$ cat src/rtl/btn_debounce_if.sv
// Event handshake between the debouncer's event FIFO and its consumer.
// The FIFO side drives valid/data, the consumer drives ready.
interface btn_debounce_if;
  logic       evt_valid;
  logic       evt_ready;
  logic [3:0] evt_data;

  modport master (
    output evt_valid,
    output evt_data,
    input  evt_ready
  );

  modport slave (
    input  evt_valid,
    input  evt_data,
    output evt_ready
  );
endinterface

$ cat src/rtl/btn_debounce.sv
// Eight-button debouncer: 2-FF synchronizers, tick-based stability counters,
// press/release pulses, a priority key encoder and a 4-deep event FIFO
// (first-word fall-through) fed by a lowest-index-first serializer.
module btn_debounce #(
  parameter int TICK_DIV     = 48000,
  parameter int STABLE_TICKS = 8
) (
  input  logic       clk,
  input  logic       rst_n,
  input  logic [7:0] btn_n,
  input  logic       ovf_clr,
  btn_debounce_if.master evt,
  output logic [7:0] btn_clean_n,
  output logic [7:0] press_pulse,
  output logic [7:0] release_pulse,
  output logic       key_valid,
  output logic [2:0] key_idx,
  output logic       evt_ovf
);

  localparam int PW = (TICK_DIV > 1) ? $clog2(TICK_DIV) : 1;
  localparam int CW = (STABLE_TICKS > 1) ? $clog2(STABLE_TICKS) : 1;
  localparam logic [PW-1:0] PS_LAST  = PW'(TICK_DIV - 1);
  localparam logic [CW-1:0] CNT_LAST = CW'(STABLE_TICKS - 1);

  logic [7:0]          sync1_q, sync2_q;
  logic [PW-1:0]       ps_q, ps_d;
  logic                tick;
  logic [7:0][CW-1:0]  cnt_q, cnt_d;
  logic [7:0]          clean_q, clean_d;
  logic [7:0]          flip;
  logic [7:0]          press_q, press_d;
  logic [7:0]          release_q, release_d;
  logic [7:0]          pending_q, pending_d;
  logic [7:0]          ptype_q, ptype_d;
  logic                ovf_q, ovf_d, ovf_set;
  logic [2:0]          mv_idx;
  logic [7:0]          mv_mask;
  logic                push, pop;
  logic [1:0]          wptr_q, wptr_d, rptr_q, rptr_d;
  logic [2:0]          count_q, count_d;
  logic [3:0]          mem_q [4];

  // Prescaler: one-cycle tick every TICK_DIV clocks.
  always_comb begin
    tick = (ps_q == PS_LAST);
    ps_d = tick ? '0 : ps_q + PW'(1);
  end

  // Per-button stability counters; a level must differ for a full run of ticks to flip.
  always_comb begin
    clean_d = clean_q;
    flip    = '0;
    cnt_d   = cnt_q;
    for (int i = 0; i < 8; i++) begin
      if (sync2_q[i] == clean_q[i]) begin
        cnt_d[i] = '0;
      end else if (tick) begin
        if (cnt_q[i] == CNT_LAST) begin
          cnt_d[i]   = '0;
          clean_d[i] = ~clean_q[i];
          flip[i]    = 1'b1;
        end else begin
          cnt_d[i] = cnt_q[i] + CW'(1);
        end
      end
    end
    // Pulses are registered alongside the clean level so they line up with it.
    press_d   = flip & ~clean_d;
    release_d = flip & clean_d;
  end

  // Serializer: lowest-index pending event moves into the FIFO when it has room.
  always_comb begin
    mv_idx = 3'd0;
    for (int i = 7; i >= 0; i--) begin
      if (pending_q[i]) mv_idx = 3'(i);
    end
    push    = (|pending_q) && (count_q < 3'd4);
    mv_mask = push ? (8'd1 << mv_idx) : 8'd0;
    // A flip on a button whose previous event is still waiting overwrites it.
    ovf_set   = |(flip & pending_q & ~mv_mask);
    pending_d = (pending_q & ~mv_mask) | flip;
    ptype_d   = (ptype_q & ~flip) | (flip & ~clean_d);
    ovf_d     = ovf_set ? 1'b1 : (ovf_clr ? 1'b0 : ovf_q);
  end

  // FIFO pointer and occupancy bookkeeping; simultaneous push/pop keeps count.
  always_comb begin
    pop     = (count_q != 3'd0) && evt.evt_ready;
    wptr_d  = push ? wptr_q + 2'd1 : wptr_q;
    rptr_d  = pop  ? rptr_q + 2'd1 : rptr_q;
    count_d = count_q;
    if (push && !pop)      count_d = count_q + 3'd1;
    else if (!push && pop) count_d = count_q - 3'd1;
  end

  // All control state; reset discards in-flight debounce and queued events.
  always_ff @(posedge clk or negedge rst_n) begin
    if (!rst_n) begin
      sync1_q   <= '1;
      sync2_q   <= '1;
      ps_q      <= '0;
      cnt_q     <= '0;
      clean_q   <= '1;
      press_q   <= '0;
      release_q <= '0;
      pending_q <= '0;
      ptype_q   <= '0;
      ovf_q     <= 1'b0;
      wptr_q    <= '0;
      rptr_q    <= '0;
      count_q   <= '0;
    end else begin
      sync1_q   <= btn_n;
      sync2_q   <= sync1_q;
      ps_q      <= ps_d;
      cnt_q     <= cnt_d;
      clean_q   <= clean_d;
      press_q   <= press_d;
      release_q <= release_d;
      pending_q <= pending_d;
      ptype_q   <= ptype_d;
      ovf_q     <= ovf_d;
      wptr_q    <= wptr_d;
      rptr_q    <= rptr_d;
      count_q   <= count_d;
    end
  end

  // FIFO storage: data only, validity comes from the count.
  always_ff @(posedge clk) begin
    if (push) mem_q[wptr_q] <= {ptype_q[mv_idx], mv_idx};
  end

  // Key encoder: highest pressed index wins, matching the tone stage.
  always_comb begin
    key_valid = ~&clean_q;
    key_idx   = 3'd0;
    for (int i = 0; i < 8; i++) begin
      if (!clean_q[i]) key_idx = 3'(i);
    end
  end

  assign btn_clean_n   = clean_q;
  assign press_pulse   = press_q;
  assign release_pulse = release_q;
  assign evt_ovf       = ovf_q;
  assign evt.evt_valid = (count_q != 3'd0);
  assign evt.evt_data  = mem_q[rptr_q];

endmodule

$ cat src/flat_wrapper.sv
// flat-port wrapper written by rule: the top's interface ports become plain ports
module btn_debounce_flat 
#(
  parameter int TICK_DIV     = 48000,
  parameter int STABLE_TICKS = 8
)
  (clk, rst_n, btn_n, ovf_clr, btn_clean_n, press_pulse, release_pulse, key_valid, key_idx, evt_ovf, evt_evt_valid, evt_evt_data, evt_evt_ready);
  btn_debounce_if evt_i ();
  input  logic clk;
  input  logic rst_n;
  input  logic [7:0] btn_n;
  input  logic ovf_clr;
  output logic [7:0] btn_clean_n;
  output logic [7:0] press_pulse;
  output logic [7:0] release_pulse;
  output logic key_valid;
  output logic [2:0] key_idx;
  output logic evt_ovf;
  output wire logic [$bits(evt_i.evt_valid)-1:0] evt_evt_valid;
  output wire logic [$bits(evt_i.evt_data)-1:0] evt_evt_data;
  input wire logic [$bits(evt_i.evt_ready)-1:0] evt_evt_ready;
  assign evt_evt_valid = evt_i.evt_valid;
  assign evt_evt_data = evt_i.evt_data;
  assign evt_i.evt_ready = evt_evt_ready;
  btn_debounce #(.TICK_DIV(TICK_DIV), .STABLE_TICKS(STABLE_TICKS)) u_core (.clk(clk), .rst_n(rst_n), .btn_n(btn_n), .ovf_clr(ovf_clr), .evt(evt_i), .btn_clean_n(btn_clean_n), .press_pulse(press_pulse), .release_pulse(release_pulse), .key_valid(key_valid), .key_idx(key_idx), .evt_ovf(evt_ovf));
endmodule
$ cat config.mk
export PLATFORM = sky130hd
export DESIGN_NAME = btn_debounce_flat
export DESIGN_NICKNAME = d
export VERILOG_FILES = /design/src/rtl/btn_debounce_if.sv /design/src/rtl/btn_debounce.sv /design/src/flat_wrapper.sv
export SDC_FILE = /design/constraint.sdc
export NUM_CORES = 1
export LEC_CHECK = 0
export BUFFER_PORTS_ARGS = -buffer_cell sky130_fd_sc_hd__buf_2
export CORE_MARGIN = 10
export CORE_UTILIZATION = 30
export CTS_CLUSTER_DIAMETER = 120
export CTS_CLUSTER_SIZE = 24
export DETAILED_ROUTE_END_ITERATION = 8
export PLACE_DENSITY = 0.54
export SLEW_MARGIN = 20
export SYNTH_ARGS = -nofsm -noshare
export SYNTH_HDL_FRONTEND = slang
export SYNTH_SLANG_ARGS = --single-unit
$ cat constraint.sdc
create_clock -name clk -period 5.9 [get_ports clk]
set_input_delay 0.295 -clock clk [delete_from_list [all_inputs] [get_ports clk]]
set_output_delay 0.295 -clock clk [all_outputs]
set_load 0.1 [all_outputs]
==> metrics.md, run 1 <==
| Metric | Value |
|---|---|
| Leak pwr | 0.002795 uW |
| Ys flop type | dfrtp_1 |
| Routed Antenna Nets | 0 |
| Worst-path clk slew | ~0.05 ns |
| Met1 GRT Util | 0.1281 |
| Post-synth EDFFs | 16 |
| RSZ-0062 raised after global routing | no |
| Placed cell count | 733 |
| Crit Path Max Fanout | 32 |
| CTS Sinks | 120 |
| CTS max path bufs | 2 |
| Most Used Layer, Global Route | met2 |
| Layout cell share with drive strength beyond 1 | 0.2040 |
| Slew HR | 0.5406 |
| Cell count after synthesis | 475 |
| Row count | between 40 and 50 |
| PortBufs | 45 |
| FFs w/ async S/R, synth | 0.8667 |
| Layout area overhead | 21.25% |
| Total negative slack | 0 ns |
| Commonest cells after routing, fill and taps aside | 80 x dfrtp_1, 74 x nand2_1, 44 x buf_2 |
| Outcome | completed |
| Final Non-Filler Cells | 774 |
| Via count | between 3000 and 4000 |
| Initial Util | 0.3057 |
| Max rail drop VDD | between 200 and 250 uV |
| Switching portion of total power | 0.1944 |
| Routability cong. | 0.7788 |
| Clock skew | 0.008383 ns |
| Required time of the critical path | 6.23 ns |
| Sequential area share after synthesis | 0.5907 |
| Ports | 46 |
| Largest net degree at the start of global routing | 54 |
| Worst min-delay path class | in2reg |
| Final setup violation count | 0 |
| Leading cell type in the layout, fill and taps excluded | dfrtp_1 |
| Worst setup EP type | flop |
| Via density | 4.791 |
| Final period util | 0.4405 |
| Met3 track demand over resource | 0.03923 |
| Share of power burned in registers | 0.461 |
| Drc violations | 0 |
| GRT overflow | 0 |
| P per Cell Area | roughly 290 mW/mm2 |
| CTS tree | done |
| Mean Syn Cell Area | 11.09 um2 |
| Max-slew violation count | 0 |
| Synthesized Nets | 510 |
| Main area contributors after synthesis | dfrtp_1 38%, dfstp_2 12%, edfxtp_1 9.1% |
| FMAX | 384.7 MHz |
| Post-synth top area cell | dfrtp_1 |
| Netlist Area Pre-Place | 0.005270 mm2 |
| First-pass GRT wire length | 19530 um |
| Max capacitance violation total | 0 |
| GR Layer Usage met2 | 0.1586 |
| Number of fill cells | about 1700 |
| Clock tree root buffer cell | clkbuf_16 |
| Vias in the first global route | approximately 3800 |
| Internal | 1490 uW |
| Die footprint | roughly 0.023 mm2 |
| Startpoint types | flop |
| Post-synthesis cell type count | 45 |
| Post-synth top area share | 0.3799 |
| Initial DRC Count | between 200 and 250 |
| TritonCTS buffer count | 17 |
| Gr usage total | 0.1042 |
| Clock share of power | 0.523 |
| Diodes inserted | 0 |
| Depth of the CTS H-tree | 4 |
| DRT Pass-1 Iters | 5 |
| Worst slew pin tran | around 0.7 ns |
| Core area | 0.01724 mm2 |
| Critical path type | reg2reg |
| Die Wd | between 150 and 200 um |
| Final Net Count | 571 |
| Skew-Pair Late Insertion Delay | 0.42 ns |
| Avg WL per Cell | between 10 and 15 um |
| DP HPWL | roughly 8400 um |
| Crit path DAT | 2.93 ns |
| Vert. Die Dim | 152.5 um |
| Total Routed Length | 11610 um |
| Fin crit period | 2.599 ns |
| Initial antenna violation count | 0 |
| Yosys warns | 0 |
| Yosys reg bits | between 100 and 150 |
| Hold Fails Final Rpt | 0 |
| PnR Total Power | between 1500 and 2000 uW |
| Sw power | between 300 and 400 uW |
| Combinational power share | 0.016 |
## kinds of logic (layout without fill, tap and decap cells)
logic type	count (synthesis)	after routing	synth area share
buf+inv	37	111	0.02778
compound gates	80	80	0.08642
fa+ha+maj	23	23	0.05603
mux	6	6	0.02137
flops	120	120	0.5907
simple gates	183	183	0.1745
xor+xnor	26	26	0.04321
## metal layers
layer / part of all wire / vias up
met4: 0.026 / 0
met1: 0.46 / 1836
met5: 0 / -
li1: - / 1781
met3: 0.048 / 21
met2: 0.46 / 70
## critical path, cell delays in order, from the launching register on
cell,delay [ns]
dfrtp_1,0.44
or4b_4,0.59
nor4_4,0.54
buf_4,0.45
nand2_1,0.12
o31a_1,0.29
o21ai_0,0.08
## flip-flops by register name (all words and copies together), names as in the netlist, named ones only
signal and flops:
u_core.cnt_q 24, u_core.mem_q 16, u_core.ps_q 16, u_core.btn_clean_n 8, u_core.pending_q 8, u_core.press_pulse 8
u_core.release_pulse 8, u_core.sync1_q 8, u_core.sync2_q 8, u_core.count_q 3, u_core.rptr_q 2, u_core.wptr_q 2
u_core.evt_ovf 1
## area by class of cell
type                       count  area (um2)  area share
clock inverter                 4       45.04    0.007049
multi-input combinational    318        2011      0.3147
tap                          225       281.5     0.04406
timing repair buffer          57       340.3     0.05326
clock buffer                  28       516.7     0.08087
inverter                      22       82.58     0.01292
sequential                   120        3113      0.4872
## path summary, 6_finish.rpt
check                      slack (ns)                end              start  depth (start not counted)
setup / recovery                 3.30     u_core.evt_ovf     u_core.ps_q[7]                          6
hold / removal                   0.18   u_core.rptr_q[1]      evt_evt_ready                          3
setup reg to reg                 3.30     u_core.evt_ovf     u_core.ps_q[7]                          6
hold reg to reg                  0.35  u_core.sync2_q[0]  u_core.sync1_q[0]                          0
max in group asynchronous        4.29    u_core.cnt_q[3]              rst_n                          3
min in group asynchronous        0.46     u_core.ps_q[6]              rst_n                          2
## metrics by stage
step / util / cell area [um2] / hold slack (ns) / worst slack, ns
6_report: 0.3707 / 6390 / 0.1767 / 3.301
4_1_cts: 0.3707 / 6390 / 0.1599 / 3.267
5_1_grt: 0.3707 / 6390 / 0.1827 / 3.093
3_3_place_gp: 0.3329 / 5738 / 0.3454 / 3.387
3_5_place_dp: 0.3329 / 5738 / 0.3468 / 3.275
2_1_floorplan: - / 5270 / -0.0005911 / 2.250
## synth_stat cells (all sizes together) (4+ instances only)
cell,instances
dfrtp,80
nand2,75
a21oi,40
nor2,28
dfstp,24
ha,22
inv,22
nand3,19
o21ai,19
edfxtp,16
xnor2,14
or3,12
xor2,12
nor3,10
clkbuf,9
nor3b,8
a31oi,7
buf,6
nand4,5
and2,4
mux4,4
nand3b,4
nor4,4
## power by group through the flow
| stage | Sequential (uW) | Combinational, uW | Clock (uW) |
|---|---|---|---|
| floorplan | 865 | 5.91 | 0 |
| global placement | 866 | 25.7 | 0 |
| finish | 853 | 29.9 | 967 |
| CTS | 852 | 31.7 | 994 |
| global route | 853 | 35.2 | 1030 |
| detailed placement | 866 | 26.7 | 0 |
## what timing repair did
action / 4_1_cts / 5_1_grt
resized for setup: 0 / 0
endpoints found under the hold margin: 49 / 0
setup buffers: 0 / 0
hold buffers: 9 / 0
(Power assumes the default switching activity.)
==> run 2, diff against run 1 <==
- ABC_AREA: default -> 1
- PLACE_DENSITY: 0.54 -> 0.55
- clock period: 5.9 -> 2.2 ns (I/O delays scaled with it)
==> metrics.md, run 2 <==
| Metric | Value |
|---|---|
| Outcome | completed |
| Commonest cells after routing, fill and taps aside | 103 x nand2_1, 92 x inv_1, 80 x dfrtp_1 |
| Initial DRC Count | 205 (-11%) |
| CP bufs+invs | 3 (+2) |
| Via density | 4.382 (-8.5%) |
| PortBufs | 45 (unchanged) |
| Slew HR | 0.5910 (+0.05039) |
| Post-synth top area cell | dfrtp_1 |
| Number of fill cells | 1828 (+9.5%) |
| Met3 track demand over resource | 0.03180 (-0.007434) |
| Gr usage total | 0.1072 (+0.003010) |
| Most Used Layer, Global Route | met2 |
| Max capacitance violation total | 0 (unchanged) |
| Sequential area share after synthesis | 0.5575 (-0.03322) |
| Netlist Area Pre-Place | 0.005584 mm2 (+6.0%) |
| Max rail drop VDD | 547.8 uV (+170%) |
| FFs w/ async S/R, synth | 0.8667 (unchanged) |
| Crit path DAT | 2.01 ns (-0.92 ns) |
| Top Registers | u_core.cnt_q (24), u_core.mem_q (16), u_core.ps_q (16) |
| Synth Area in Simple Gates | 0.2324 (+0.05785) |
| P per Cell Area | 861.5 mW/mm2 (+200%) |
| Worst min-delay path class | in2reg |
| DP HPWL | 8952 um (+6.4%) |
| RSZ-0062 raised after global routing | no |
| CTS Sinks | 120 (unchanged) |
| Met1 GRT Util | 0.1338 (+0.005678) |
| Drc violations | 0 (unchanged) |
| TritonCTS buffer count | 17 (unchanged) |
| Max-slew violation count | 0 (unchanged) |
| Layout area overhead | 23.86% |
| Max FFs per register | 24 (unchanged) |
| First-pass GRT wire length | 20730 um (+6.1%) |
| Post-synth top area share | 0.3585 (-0.02136) |
| Core area | 0.01815 mm2 (+5.3%) |
| Clock tree root buffer cell | clkbuf_16 |
| Xor/xnor share of the synthesized area | 0.02039 (-0.02282) |
| Skew-Pair Late Insertion Delay | 0.42 ns (about the same) |
| Placed cell count | 884 (+21%) |
| Initial Util | 0.3077 (+0.001959) |
| Largest net degree at the start of global routing | 49 (-9.3%) |
| Main area contributors after synthesis | dfrtp_1 36%, dfstp_2 11%, edfxtp_1 8.6% |
| Final period util | 0.9629 |
| Fin util | 0.3811 (+0.01042) |
| Die Wd | 156.4 um (+2.6%) |
| Post-synth EDFFs | 16 (unchanged) |
| Critical Path Slowest Stage Cell | dfstp_2 |
| Ports | 46 (unchanged) |
| Worst setup EP type | output pin |
| CTS tree | done |
| Layout cell share with drive strength beyond 1 | 0.2023 (-0.001712) |
| Vias in the first global route | 4170 (+11%) |
| Ordered cell list for the critical path | inv_1 -> buf_4 -> or4_4 -> clkbuf_4 |
| Via count | 4058 (+9.4%) |
| Avg WL per Cell | 13.13 um (-12%) |
| FMAX | between 400 and 500 MHz |
| Required time of the critical path | 2.09 ns (-4.14 ns) |
| Synth Area in Compound Gates | 0.06095 (-0.02547) |
| GRT overflow | 0 (unchanged) |
| Yosys reg bits | 120 (unchanged) |
| GR Layer Usage met2 | 0.1675 (+0.008967) |
| Die footprint | 0.02447 mm2 (+5.2%) |
| Largest delay share family, worst path | flip-flops |
| Top reg by flops | u_core.cnt_q |
| Post-synthesis cell type count | 39 (-13%) |
| Adder-Cell Fraction of Synth Area | 0.05288 (-0.003151) |
| Fin crit period | ~2.1 ns |
| Top-count cell post-synth | nand2_1 |
| Routed Antenna Nets | 0 (unchanged) |
| Vert. Die Dim | 156.4 um (+2.6%) |
| Slowest stage delay, CP | 0.56 ns (-0.03 ns) |
| Ys flop type | dfrtp_1 |
| Final Net Count | 719 (+26%) |
| Mux share of post-synthesis cell area | 0.004033 (-0.01733) |
| Routability cong. | 0.8131 (+4.4%) |
| Leading cell type in the layout, fill and taps excluded | nand2_1 |
| Clock skew | 0.008907 ns (+0.0005240 ns) |
| Synthesized Nets | 637 (+25%) |
| DRT Pass-1 Iters | 6 (+1) |
| Crit Path Max Fanout | 5 (-84%) |
| Post-synth top cells | 104 x nand2_1, 92 x inv_1, 80 x dfrtp_1, 74 x nor2_1, 59 x nand3_1 |
| Final setup violation count | 0 (unchanged) |
| Depth of the CTS H-tree | 4 (unchanged) |
| Leak pwr | 0.003433 uW (+23%) |
| Critical path type | reg2out |
| Final Non-Filler Cells | 926 (+20%) |
| Yosys warns | 0 (unchanged) |
| Hold Fails Final Rpt | 0 (unchanged) |
| Main combinational cell family by area after synthesis | simple AND/OR/NAND/NOR gates |
| Total Routed Length | 12160 um (+4.7%) |
| Diodes inserted | 0 (unchanged) |
| Total negative slack | 0 ns (unchanged) |
| Initial antenna violation count | 0 (unchanged) |
| Worst-path clk slew | 0.05 ns (about the same) |
| Worst slew pin tran | 0.6135 ns (-0.07558 ns) |
| Startpoint types | flop |
| Row count | 49 (+2.1%) |
| Mean Syn Cell Area | 9.276 um2 (-16%) |
| Cell count after synthesis | 602 (+27%) |
| CTS max path bufs | 2 (unchanged) |
run 2: path summary, 6_finish.rpt:
check / from / endpoint / slack, ns / depth (start not counted)
max in group asynchronous: rst_n / u_core.btn_clean_n[4] / 1.18 / 3
worst max-delay path: u_core.btn_clean_n[2] / key_valid / 0.08 / 4
min in group asynchronous: rst_n / u_core.release_pulse[2] / 0.28 / 2
worst min-delay path: ovf_clr / u_core.evt_ovf / 0.20 / 8
worst min register to register: u_core.sync1_q[6] / u_core.sync2_q[6] / 0.35 / 0
worst max register to register: u_core.pending_q[2] / u_core.count_q[2] / 0.18 / 12
run 2: cell families after synthesis:
| family | after synthesis |
|---|---|
| buffers and inverters | 101 |
| adder cells (fa/ha/maj) | 23 |
| multiplexers | 2 |
| XOR/XNOR | 13 |
| AND/OR/NAND/NOR | 282 |
| flip-flops | 120 |
| AO/OA/AOI/OAI | 61 |
run 2: repair_timing:
item | 4_1_cts | 5_1_grt
setup buffers | 0 | 0
gates resized for setup | 1 | 1
hold buffers | 10 | 0
setup endpoints to repair | 1 | 1
hold endpoints to repair | 39 | 0
run 2: final cells by class:
class                   instances  area, um2  share of cell area
inverters                      96      362.8             0.05246
multi-input cells             381       2117              0.3061
repair buffers                 68      442.9             0.06404
clock buffers                  24      471.7             0.06820
clock inverters                 8      122.6             0.01773
well taps                     229      286.5             0.04143
flip-flops and latches        120       3113              0.4501
run 2: metal layers:
| layer | share of wire | wire length, um | up-vias |
|---|---|---|---|
| li1 | - | - | 2112 |
| met1 | 0.49 | 5913 | 1884 |
| met2 | 0.46 | 5606 | 50 |
| met3 | 0.032 | 392 | 12 |
| met4 | 0.020 | 246 | 0 |
| met5 | 0 | 0 | - |
run 2: where the power goes:
group / total [uW] / internal (uW) / switching [uW]
combinational: 740 / 172 / 567
sequential: 2410 / 2330 / 84.1
clock: 2810 / 1840 / 970
total: 5960 / 4340 / 1620
run 2: worst reg2reg max path: stages (launching register included):
cell and delay (ns):
dfrtp_1 0.39, nor2_1 0.07, nand2_1 0.09, inv_1 0.05
nor2_1 0.12, inv_1 0.05, nand2_1 0.09, ha_1 0.15
inv_1 0.07, fa_1 0.43, a21oi_1 0.14, o21ai_0 0.11
xor2_1 0.15
run 2: metrics by stage:
stage | power (uW) | cell area [um2] | hold slack (ns) | setup slack [ns]
final | 5958 | 6917 | 0.2048 | 0.08159
after global routing | 6216 | 6917 | 0.2464 | 0.003770
after global placement | 3185 | 6217 | 0.1767 | 0.2600
after detailed placement | 3190 | 6217 | 0.1783 | 0.1934
after CTS | 6049 | 6914 | 0.1936 | 0.03194
after floorplan | 3013 | 5632 | -0.1856 | -0.04696
